File: config.mk
export PLATFORM = sky130hd
export DESIGN_NAME = action_update
export DESIGN_NICKNAME = d
export VERILOG_FILES = /design/src/rtl/action_update_pkg.sv /design/src/rtl/action_timer.sv /design/src/rtl/action_update.sv
export SDC_FILE = /design/constraint.sdc
export NUM_CORES = 1
export LEC_CHECK = 0
export CORE_MARGIN = 10
export CORE_UTILIZATION = 50
export CTS_CLUSTER_DIAMETER = 30
export DETAILED_ROUTE_END_ITERATION = 6
export PLACE_DENSITY = 0.81
export RECOVER_POWER = 100
export SETUP_SLACK_MARGIN = 0.02
export SYNTH_ARGS = -nofsm -noshare
export SYNTH_HDL_FRONTEND = slang
export SYNTH_SLANG_ARGS = --single-unit
File: constraint.sdc
create_clock -name clk -period 2.45 [get_ports clk]
set_clock_uncertainty 0.1 [all_clocks]
set_input_delay 0.3675 -clock clk [delete_from_list [all_inputs] [get_ports clk]]
set_output_delay 0.3675 -clock clk [all_outputs]
set_load 0.03 [all_outputs]
File: src/rtl/action_update_pkg.sv
// Shared constants for the action_update block.
// Holds the action encoding and the key bit positions.
package action_update_pkg;

    typedef enum logic [1:0] {
        IDLE  = 2'b00,
        RUN   = 2'b01,
        JUMP  = 2'b10,
        SHOOT = 2'b11
    } action_e;

    localparam int KEY_RIGHT = 0;
    localparam int KEY_LEFT  = 1;
    localparam int KEY_JUMP  = 2;
    localparam int KEY_SHOOT = 3;

endpackage

File: src/rtl/action_timer.sv
// Loadable down-counter holding an action active for a fixed length.
// busy stays high while the count is nonzero.
module action_timer (
    input  logic       clk,
    input  logic       rst,
    input  logic       load,
    input  logic [7:0] length,
    output logic       busy,
    output logic [7:0] count
);

    assign busy = (count != 8'd0);

    always_ff @(posedge clk) begin
        if (rst) begin
            count <= 8'd0;
        end else if (load) begin
            count <= length;
        end else if (busy) begin
            count <= count - 8'd1;
        end
    end

endmodule

File: src/rtl/action_update.sv
// Character action state: facing, step pulses, jump and shoot timing.
// All outputs are registered from the keys sampled at the same edge.
module action_update
    import action_update_pkg::*;
#(
    parameter int MOVE_DIV  = 4,
    parameter int JUMP_LEN  = 16,
    parameter int SHOOT_LEN = 8
) (
    input  logic       clk,
    input  logic       rst,
    input  logic [3:0] keys,
    output logic       direction,
    output logic [1:0] action,
    output logic [3:0] is_move
);

    logic [3:0] prev_keys;
    logic [7:0] step_cnt;
    logic       single;
    logic       prev_single;
    logic       switched;
    logic       step_wrap;
    logic       jump_fire;
    logic       shoot_fire;
    logic       jump_busy;
    logic       shoot_busy;
    logic [7:0] jump_cnt;
    logic [7:0] shoot_cnt;
    logic       jump_on;
    logic       shoot_on;
    action_e    action_next;

    assign single      = keys[KEY_RIGHT] ^ keys[KEY_LEFT];
    assign prev_single = prev_keys[KEY_RIGHT] ^ prev_keys[KEY_LEFT];
    // Reversing direction in one edge restarts the step cadence.
    assign switched    = single & prev_single &
                         (prev_keys[KEY_LEFT] != keys[KEY_LEFT]);
    assign step_wrap   = single & ~switched &
                         (step_cnt == 8'(MOVE_DIV - 1));

    assign jump_fire  = keys[KEY_JUMP] & ~prev_keys[KEY_JUMP] & ~jump_busy;
    assign shoot_fire = keys[KEY_SHOOT] & ~prev_keys[KEY_SHOOT] & ~shoot_busy;

    // Action follows the timer values this edge will produce.
    assign jump_on  = jump_fire | (jump_cnt > 8'd1);
    assign shoot_on = shoot_fire | (shoot_cnt > 8'd1);

    always_comb begin
        action_next = IDLE;
        if (jump_on) begin
            action_next = JUMP;
        end else if (shoot_on) begin
            action_next = SHOOT;
        end else if (single) begin
            action_next = RUN;
        end
    end

    action_timer u_jump_timer (
        .clk    (clk),
        .rst    (rst),
        .load   (jump_fire),
        .length (8'(JUMP_LEN)),
        .busy   (jump_busy),
        .count  (jump_cnt)
    );

    action_timer u_shoot_timer (
        .clk    (clk),
        .rst    (rst),
        .load   (shoot_fire),
        .length (8'(SHOOT_LEN)),
        .busy   (shoot_busy),
        .count  (shoot_cnt)
    );

    always_ff @(posedge clk) begin
        if (rst) begin
            prev_keys <= 4'b0000;
            step_cnt  <= 8'd0;
            direction <= 1'b0;
            action    <= IDLE;
            is_move   <= 4'b0000;
        end else begin
            prev_keys <= keys;
            if (!single || switched || step_wrap) begin
                step_cnt <= 8'd0;
            end else begin
                step_cnt <= step_cnt + 8'd1;
            end
            if (single) begin
                direction <= keys[KEY_LEFT];
            end
            action  <= action_next;
            is_move <= {shoot_fire, jump_fire,
                        step_wrap & keys[KEY_LEFT],
                        step_wrap & keys[KEY_RIGHT]};
        end
    end

endmodule

======== Word-level counts from Yosys, hierarchy flattened ========
Index checks and enable logic that the tools add are counted.
word-level totals
  register bits after elaboration ......... 35
  output and inout bits ................... 7
  logic and storage cells ................. 54
cells by class
  $add $sub $neg .......................... 3
  order comparisons ....................... 2
  eq/ne operators ......................... 2
  muxes and demuxes ....................... 7
  bitwise operators ....................... 19
  reduce and logical (&&, ||, !) cells .... 11
operators by type and width
  operator                                              number
  > comparator 8 x 1 -> 1 bit (second input constant)   2
  nonzero test 8 bit                                    2
  subtractor 8 x 1 -> 8 bit (second input constant)     2
  bitwise AND 1 bit                                     10
  2-to-1 mux 5 bit                                      2
  adder 8 x 1 -> 8 bit (second input constant)          1
  equality test 8 x 2 -> 1 bit (second input constant)  1
  2-to-1 mux 4 bit                                      2
  OR reduction 2 bit                                    4
  NOT 1 bit                                             5
  2-to-1 mux 2 bit                                      2
  nonzero test 2 bit                                    2
  logical OR 1 bit                                      2
  OR 1 bit                                              2
  bitwise XOR 1 bit                                     2
  zero test 1 bit                                       1
  2-to-1 mux 1 bit                                      1
  != test 1 bit                                         1

======== Longest topological paths before layout ========
Gate-level depths: netlist of run 1.
  depth in word-level cells ............... 8
  mapped depth ............................ 5

======== Hierarchy ========
A second synthesis of run 1 with hierarchy kept.
second synthesis, totals
  cell total of the unflattened synthesis .. 184
  area, all modules ....................... 1725.4 um2
modules (own cells, without submodules)
  module         times used  cells each  area each (um2)  seq. area each (um2)
  action_timer   2           54          479.2            160.2
  action_update  1           76          767.0            380.4

======== Worst setup path before layout of run 1 ========
No wires, ideal clock.
  kind .................................... register to register
  from .................................... register u_shoot_timer.count[0]
  to ...................................... register u_shoot_timer.count[6]
  setup time .............................. 70 ps
  arrival ................................. 1604 ps
  setup slack ............................. 677 ps
  cell stages (with the launch flop) ...... 6
  path through ............................ dfxtp_1 -> inv_1 -> ha_1 -> nor3b_1 -> or4b_2 -> a21oi_1
on the way
  cells in the longest elaborated chain, start to end .. 4
  elaborated cells between the ends (all ways) .. 5
RTL lines
  element                                                            RTL line            source
  start, declared                                                    action_timer.sv:9   output logic [7:0] count
  start signal, assigned                                             action_timer.sv:18  count <= length;
  start signal, assigned                                             action_timer.sv:20  count <= count - 8'd1;
  branches (longest 4 deep; another with subtractor 8 x 1 -> 8 bit)  n/a
Parallel ways; which one is timed is not known.
A chain may end at the register's enable or synchronous reset.

======== Worst setup path in the final report of run 1 ========
  from .................................... input rst
  to ...................................... register u_shoot_timer.count[1]
on the way
  cells in the longest elaborated chain, start to end .. 1
RTL lines
  element                       RTL line             source
  start, declared               action_update.sv:11  input logic rst,
  OR reduction 2 bit (no line)  n/a
Every way passes these cells.

==> run_results.csv, run 1 <==
group,metric,value,unit
logic_synthesis,synth_nets,178,
floorplanning,dieArea,0.00586,mm^2
pwr,p_leak,0.679,nW
critical_path,crit_path_max_fanout,29,
floorplanning,initial_utilization,0.524,
timing,worst_pin_slew,1.16,ns
logic_synthesis,netlist.area_leader.share,0.438,
critical_path,critPathMaxStageDelay,0.85,ns
pwr,p_comb_frac,0.419,
pwr,ir_worst_vdd,0.000667,V
cells_and_area,layout_common_cells,"dfxtp_1 (35), a21oi_1 (11), nor2_1 (10), o21ai_0 (9)",
detailed_routing,antenna_left,0,
timing,slew_violations,0,
detailed_routing,vias_per_cell,5.62,
timing,rsz0062_at_grt,"no",
cts,clk_latency,0.34,ns
timing,tns,0,ns
detailed_routing,post-route-drc-count,0,
logic_synthesis,ys_async_sr_fraction,0,
global_route,grt_overflow,0,
detailed_routing,wl_per_cell,13.4,um
logic_synthesis,syn_avg_cell_area,9.69,um^2
logic_synthesis,ys_seq_elements,35,
cells_and_area,antenna_cells,0,
logic_synthesis,yosysUniqueCellTypes,42,
logic_synthesis,ys.flop_type,"dfxtp_1",
cells_and_area,ff_latch_area,701,um^2
critical_path,slowest_stage,"clkbuf_1",
logic_synthesis,synthCells,165,
critical_path,crit_type,"input port to flop",
floorplanning,io_pins,13,
global_route,grt_pass1_vias,1366,
critical_path,cp_cell_sequence,"dlygate4sd3_1, clkbuf_1, nor3b_1, mux2_2",
logic_synthesis,synthAdderAreaFrac,0.0548,
place,postPlaceCellArea,0.00177,mm^2
cells_and_area,area_growth_syn_to_layout,14.2,%
cts,path_clk_slew,0.10,ns
timing,fin_crit,2.01,ns
cells_and_area,multi_input_area,860,um^2
global_route,grt_pass1_wl,5710,um
detailed_routing,via_count,1270,
pwr,powerDensity,1080,mW/mm^2
cts,cts_root_buffer,"clkbuf_4",
detailed_routing,drt_pass1_iterations,4,
critical_path,crit_required,2.59,ns
pwr,power_frac_seq,0.418,
pwr,power.total,0.00198,W
pwr,power_frac_clock,0.163,
logic_synthesis,synth.yosys.warnings,0,
detailed_routing,first_iter_violations,81,
logic_synthesis,yosys.area.top_type,"dfxtp_1",
floorplanning,die_x,76.6,um
pwr,p_sw,0.000760,W
cts,post_cts_buffers,0,
place,io_buffers,12,
outcome,status,"complete, no violations",
cts,cts.sinks,35,
timing,period_share,0.819,
pwr,intPower,0.00122,W
timing,fmax,0.498,GHz
cells_and_area,nets,195,
logic_synthesis,synth_top_family_by_area,"simple AND/OR/NAND/NOR gates",
logic_synthesis,ys_seq_area_frac,0.438,
global_route,grtUsageTotal,0.115,
detailed_routing,finalWirelength,3040,um
cts,htreeDepth,2,
cts,cts_made_buffers,5,
timing,setup-violations-final,0,
cts,ctsHoldBuffers,0,
cells_and_area,final_common_cell,"dfxtp_1",
logic_synthesis,synth-xor-area-share,0.0329,
cts,clock_path_buffers,2,
min_path,min-delay-start,"u_shoot_timer.count[7]$_SDFFE_PP0P_",
timing,hold_ws,0.406,ns
cts,cts.repair.resized,0,
cells_and_area,stdcell_area,0.00183,mm^2
logic_synthesis,synth.top_cells.by_area,"dfxtp_1 (44%), ha_1 (5.5%), a21oi_1 (3.4%)",
critical_path,crit_start,"rst",
place,gp_congestion,0.883,
logic_synthesis,yosys.area_share.simple,0.280,
logic_synthesis,synthMuxAreaShare,0.0141,
global_route,antenna_found_initial,0,
floorplanning,fp-row-count,20,
cts,cts_tree,"built",
cells_and_area,n_fill_cell,282,
floorplanning,coreArea,0.00305,mm^2
global_route,grt_start_max_net_pins,30,
logic_synthesis,synth-compound-area-share,0.156,
floorplanning,dieHeight,76.6,um
min_path,hold_class,"flop to flop",
timing,relSlewSlack,0.225,
place,hpwl,2240,um
critical_path,crit_path_start_kind,"input port",
run,cap_violations,0,
critical_path,endpoint_kind,"flop",
critical_path,reg2reg_from,"u_jump_timer.count[0]$_SDFFE_PP0P_",
critical_path,arrival,2.14,ns
timing,hold_violations,0,
pwr,p_sw_frac,0.385,
logic_synthesis,syn_area,0.00160,mm^2
cells_and_area,drive_gt1_frac,0.110,
logic_synthesis,synth-edff-count,0,
power groups by stage:
stage / sequential [W] / combinational, W / clock, W
after global placement: 0.000824 / 0.000800 / 0
after global routing: 0.000858 / 0.000949 / 0.000359
after CTS: 0.000824 / 0.000836 / 0.000325
final: 0.000827 / 0.000828 / 0.000322
after detailed placement: 0.000837 / 0.000832 / 0
after floorplan: 0.000828 / 0.000642 / 0
synthesized netlist by cell type, drive strengths merged (4+ instances only):
cell,count
dfxtp,35
a21oi,11
nor2,10
o21ai,9
or3,8
ha,7
inv,6
nand3,6
nor2b,6
nor4,6
or4,6
nand2b,4
nor3b,4
xnor2,4
layout make-up:
cell class	count	area share
multi-input combinational	120	0.471
sequential	35	0.384
timing repair buffer	14	0.0720
tap	44	0.0302
clock buffer	6	0.0281
inverter	6	0.0123
clock inverter	1	0.00274
worst max-delay path, delay by kind of cell:
kind	cells	cell delay [ns]
simple gates	1	0.10
buf+inv	2	1.37
mux	1	0.30
routing by layer:
metal,GRT usage,part of all wire
met5,0,0
met4,0.0502,0.014
met3,0.0483,0.038
met2,0.196,0.50
met1,0.120,0.45
through the flow:
stage | util | instances | worst slack (ns)
floorplan | - | 165 | 0.677
global placement | 0.581 | 219 | 0.574
detailed placement | 0.581 | 219 | 0.535
CTS | 0.599 | 226 | 0.527
global route | 0.598 | 226 | 0.304
finish | 0.598 | 226 | 0.442
worst paths after layout:
| check | cells past startpoint | endpoint | slack, ns |
|---|---|---|---|
| worst min-delay path | 2 | u_shoot_timer.count[7]$_SDFFE_PP0P_ | 0.41 |
| worst max-delay path | 4 | u_shoot_timer.count[1]$_SDFFE_PP0P_ | 0.44 |
| worst max register to register | 5 | u_jump_timer.count[6]$_SDFFE_PP0P_ | 0.52 |
| worst min register to register | 2 | u_shoot_timer.count[7]$_SDFFE_PP0P_ | 0.41 |
sequential cells by signal (all words and copies together), names as in the netlist:
register	count
action	2
direction	1
prev_keys	4
is_move	4
u_shoot_timer.count	8
u_jump_timer.count	8
step_cnt	8
kinds of logic (layout without fill, tap and decap cells):
kind of cell	Yosys count	in the layout
buffers and inverters	10	27
adder cells (fa/ha/maj)	7	7
AND/OR/NAND/NOR	67	67
XOR/XNOR	6	6
AO/OA/AOI/OAI	38	38
multiplexers	2	2
flip-flops	35	35
Power figures use the tool's default switching activity.
==> run 2: changes to the inputs <==
--- a/config.mk
+++ b/config.mk
@@ -9,7 +9,7 @@
 export CORE_UTILIZATION = 50
 export CTS_CLUSTER_DIAMETER = 30
 export DETAILED_ROUTE_END_ITERATION = 6
-export PLACE_DENSITY = 0.81
+export PLACE_DENSITY = 0.84
 export RECOVER_POWER = 100
 export SETUP_SLACK_MARGIN = 0.02
 export SYNTH_ARGS = -nofsm -noshare
==> constraint.sdc (replaced) <==
create_clock -name clk -period 1.7 [get_ports clk]
set_clock_uncertainty 0.1 [all_clocks]
set_input_delay 0.255 -clock clk [delete_from_list [all_inputs] [get_ports clk]]
set_output_delay 0.255 -clock clk [all_outputs]
set_load 0.03 [all_outputs]
==> run_results.csv, run 2 (same netlist as run 1, synthesis figures left out) <==
group,metric,value,unit
cts,cts.sinks,35,
cts,clk_latency,0.35,ns
place,postPlaceCellArea,0.00191,mm^2
cells_and_area,layout_common_cells,"dfxtp_1 (31), buf_4 (12), nor2_1 (9), a21oi_1 (9)",
pwr,p_leak,0.789,nW
detailed_routing,first_iter_violations,104,
cts,cts_made_buffers,5,
floorplanning,initial_utilization,0.524,
detailed_routing,drt_pass1_iterations,4,
timing,tns,0,ns
global_route,grt_start_max_net_pins,17,
timing,setup-violations-final,0,
global_route,grt_pass1_vias,1391,
cts,cts_tree,"built",
floorplanning,dieHeight,76.6,um
pwr,power.total,0.00341,W
detailed_routing,antenna_left,0,
cells_and_area,largestRegisters,"step_cnt x8, u_jump_timer.count x8, u_shoot_timer.count x8",
critical_path,crit_path_max_fanout,5,
global_route,grt_pass1_wl,5940,um
timing,worst_pin_slew,0.344,ns
timing,slew_violations,0,
timing,fin_crit,1.67,ns
timing,hold_violations,0,
cts,clock_path_buffers,2,
floorplanning,die_x,76.6,um
place,io_buffers,12,
cts,htreeDepth,2,
timing,period_share,0.984,
detailed_routing,finalWirelength,3540,um
timing,worst_slack,0.0266,ns
critical_path,arrival,1.86,ns
cts,path_clk_slew,0.11,ns
global_route,antenna_found_initial,0,
critical_path,crit_required,1.89,ns
floorplanning,dieArea,0.00586,mm^2
pwr,ir_worst_vdd,0.000900,V
timing,relSlewSlack,0.768,
detailed_routing,wl_per_cell,14.6,um
place,hpwl,2530,um
run,cap_violations,0,
global_route,grtUsageTotal,0.123,
cts,ctsHoldBuffers,0,
outcome,status,"complete, no violations",
min_path,hold_class,"flop to flop",
cells_and_area,stdcell_area,0.00204,mm^2
place,gp_congestion,0.878,
critical_path,crit_type,"flop to flop",
cells_and_area,drive_gt1_frac,0.247,
pwr,powerDensity,1680,mW/mm^2
floorplanning,io_pins,13,
cells_and_area,area_growth_syn_to_layout,27.4,%
critical_path,endpoint_kind,"flop",
detailed_routing,post-route-drc-count,0,
cells_and_area,nets,210,
cts,cts_root_buffer,"clkbuf_4",
cells_and_area,n_fill_cell,266,
place,place_ws,-0.163,ns
cells_and_area,antenna_cells,0,
floorplanning,coreArea,0.00305,mm^2
critical_path,crit_path_start_kind,"flop",
timing,rsz0062_at_grt,"yes",
global_route,grt_overflow,0,
detailed_routing,via_count,1401,
timing,fmax,0.598,GHz
cells_and_area,final_common_cell,"dfxtp_1",
detailed_routing,vias_per_cell,5.79,
floorplanning,fp-row-count,20,
[run 2: cell types whose count changed in the layout (fill, tap and decap cells not counted), moves of 2 or more]
| cell | delta |
|---|---|
| dlygate4sd2_1 | +7 |
| dlygate4sd3_1 | -6 |
| a21oi_1 | -2 |
| inv_2 | +2 |
| clkbuf_2 | +2 |
| ha_4 | +2 |
| buf_4 | +11 |
| or4b_2 | -2 |
| dfxtp_1 | -4 |
| inv_1 | -2 |
| ha_1 | -2 |
| dfxtp_2 | +4 |
| a21oi_2 | +2 |
[run 2: worst max-delay path, stage by stage (launching register included)]
cell     delay, ns
dfxtp_2       0.34
buf_6         0.11
or4_4         0.54
or4_1         0.41
a21oi_1       0.12
[run 2: path summary, 6_finish.rpt]
check / startpoint / end / slack (ns) / depth (start not counted)
setup / recovery: u_jump_timer.count[1]$_SDFFE_PP0P_ / u_jump_timer.count[7]$_SDFFE_PP0P_ / 0.03 / 4
hold / removal: u_shoot_timer.count[6]$_SDFFE_PP0P_ / u_shoot_timer.count[6]$_SDFFE_PP0P_ / 0.40 / 2
setup reg to reg: u_jump_timer.count[1]$_SDFFE_PP0P_ / u_jump_timer.count[7]$_SDFFE_PP0P_ / 0.03 / 4
hold reg to reg: u_shoot_timer.count[6]$_SDFFE_PP0P_ / u_shoot_timer.count[6]$_SDFFE_PP0P_ / 0.40 / 2
[run 2: where the power goes]
part / internal [W] / switching (W) / total [W]
Combinational: 0.000800 / 0.000780 / 0.00158
Clock: 0.000347 / 0.000284 / 0.000632
Sequential: 0.00101 / 0.000193 / 0.00120
Total: 0.00215 / 0.00126 / 0.00341
[run 2: timing repair]
action,in CTS,in global routing
resized for setup,12,15
setup buffers,1,0
gates cloned,0,0
hold endpoints to repair,0,0
endpoints found under the setup margin,10,17
pin swaps,0,2
[run 2: routing by layer]
metal / track usage / vias to the layer above / routed length, um
li1: - / 690 / -
met1: 0.123 / 676 / 1490
met2: 0.213 / 26 / 1810
met3: 0.0507 / 9 / 157
met4: 0.0632 / 0 / 89
met5: 0 / - / 0
[run 2: area by class of cell]
cell class                      count  area [um^2]  area share
Clock buffer                        6         51.3      0.0252
Clock inverter                      2         35.0      0.0172
Inverter                            6         22.5      0.0111
Multi-Input combinational cell    120          921       0.452
Sequential cell                    35          706       0.346
Tap cell                           44         55.1      0.0270
Timing Repair Buffer               29          246       0.121
[run 2: through the flow]
step	hold WS (ns)	utilization	instances
2_1_floorplan	0.283	-	165
3_3_place_gp	0.374	0.625	233
3_5_place_dp	0.378	0.625	233
4_1_cts	0.393	0.655	242
5_1_grt	0.420	0.667	242
6_report	0.399	0.667	242
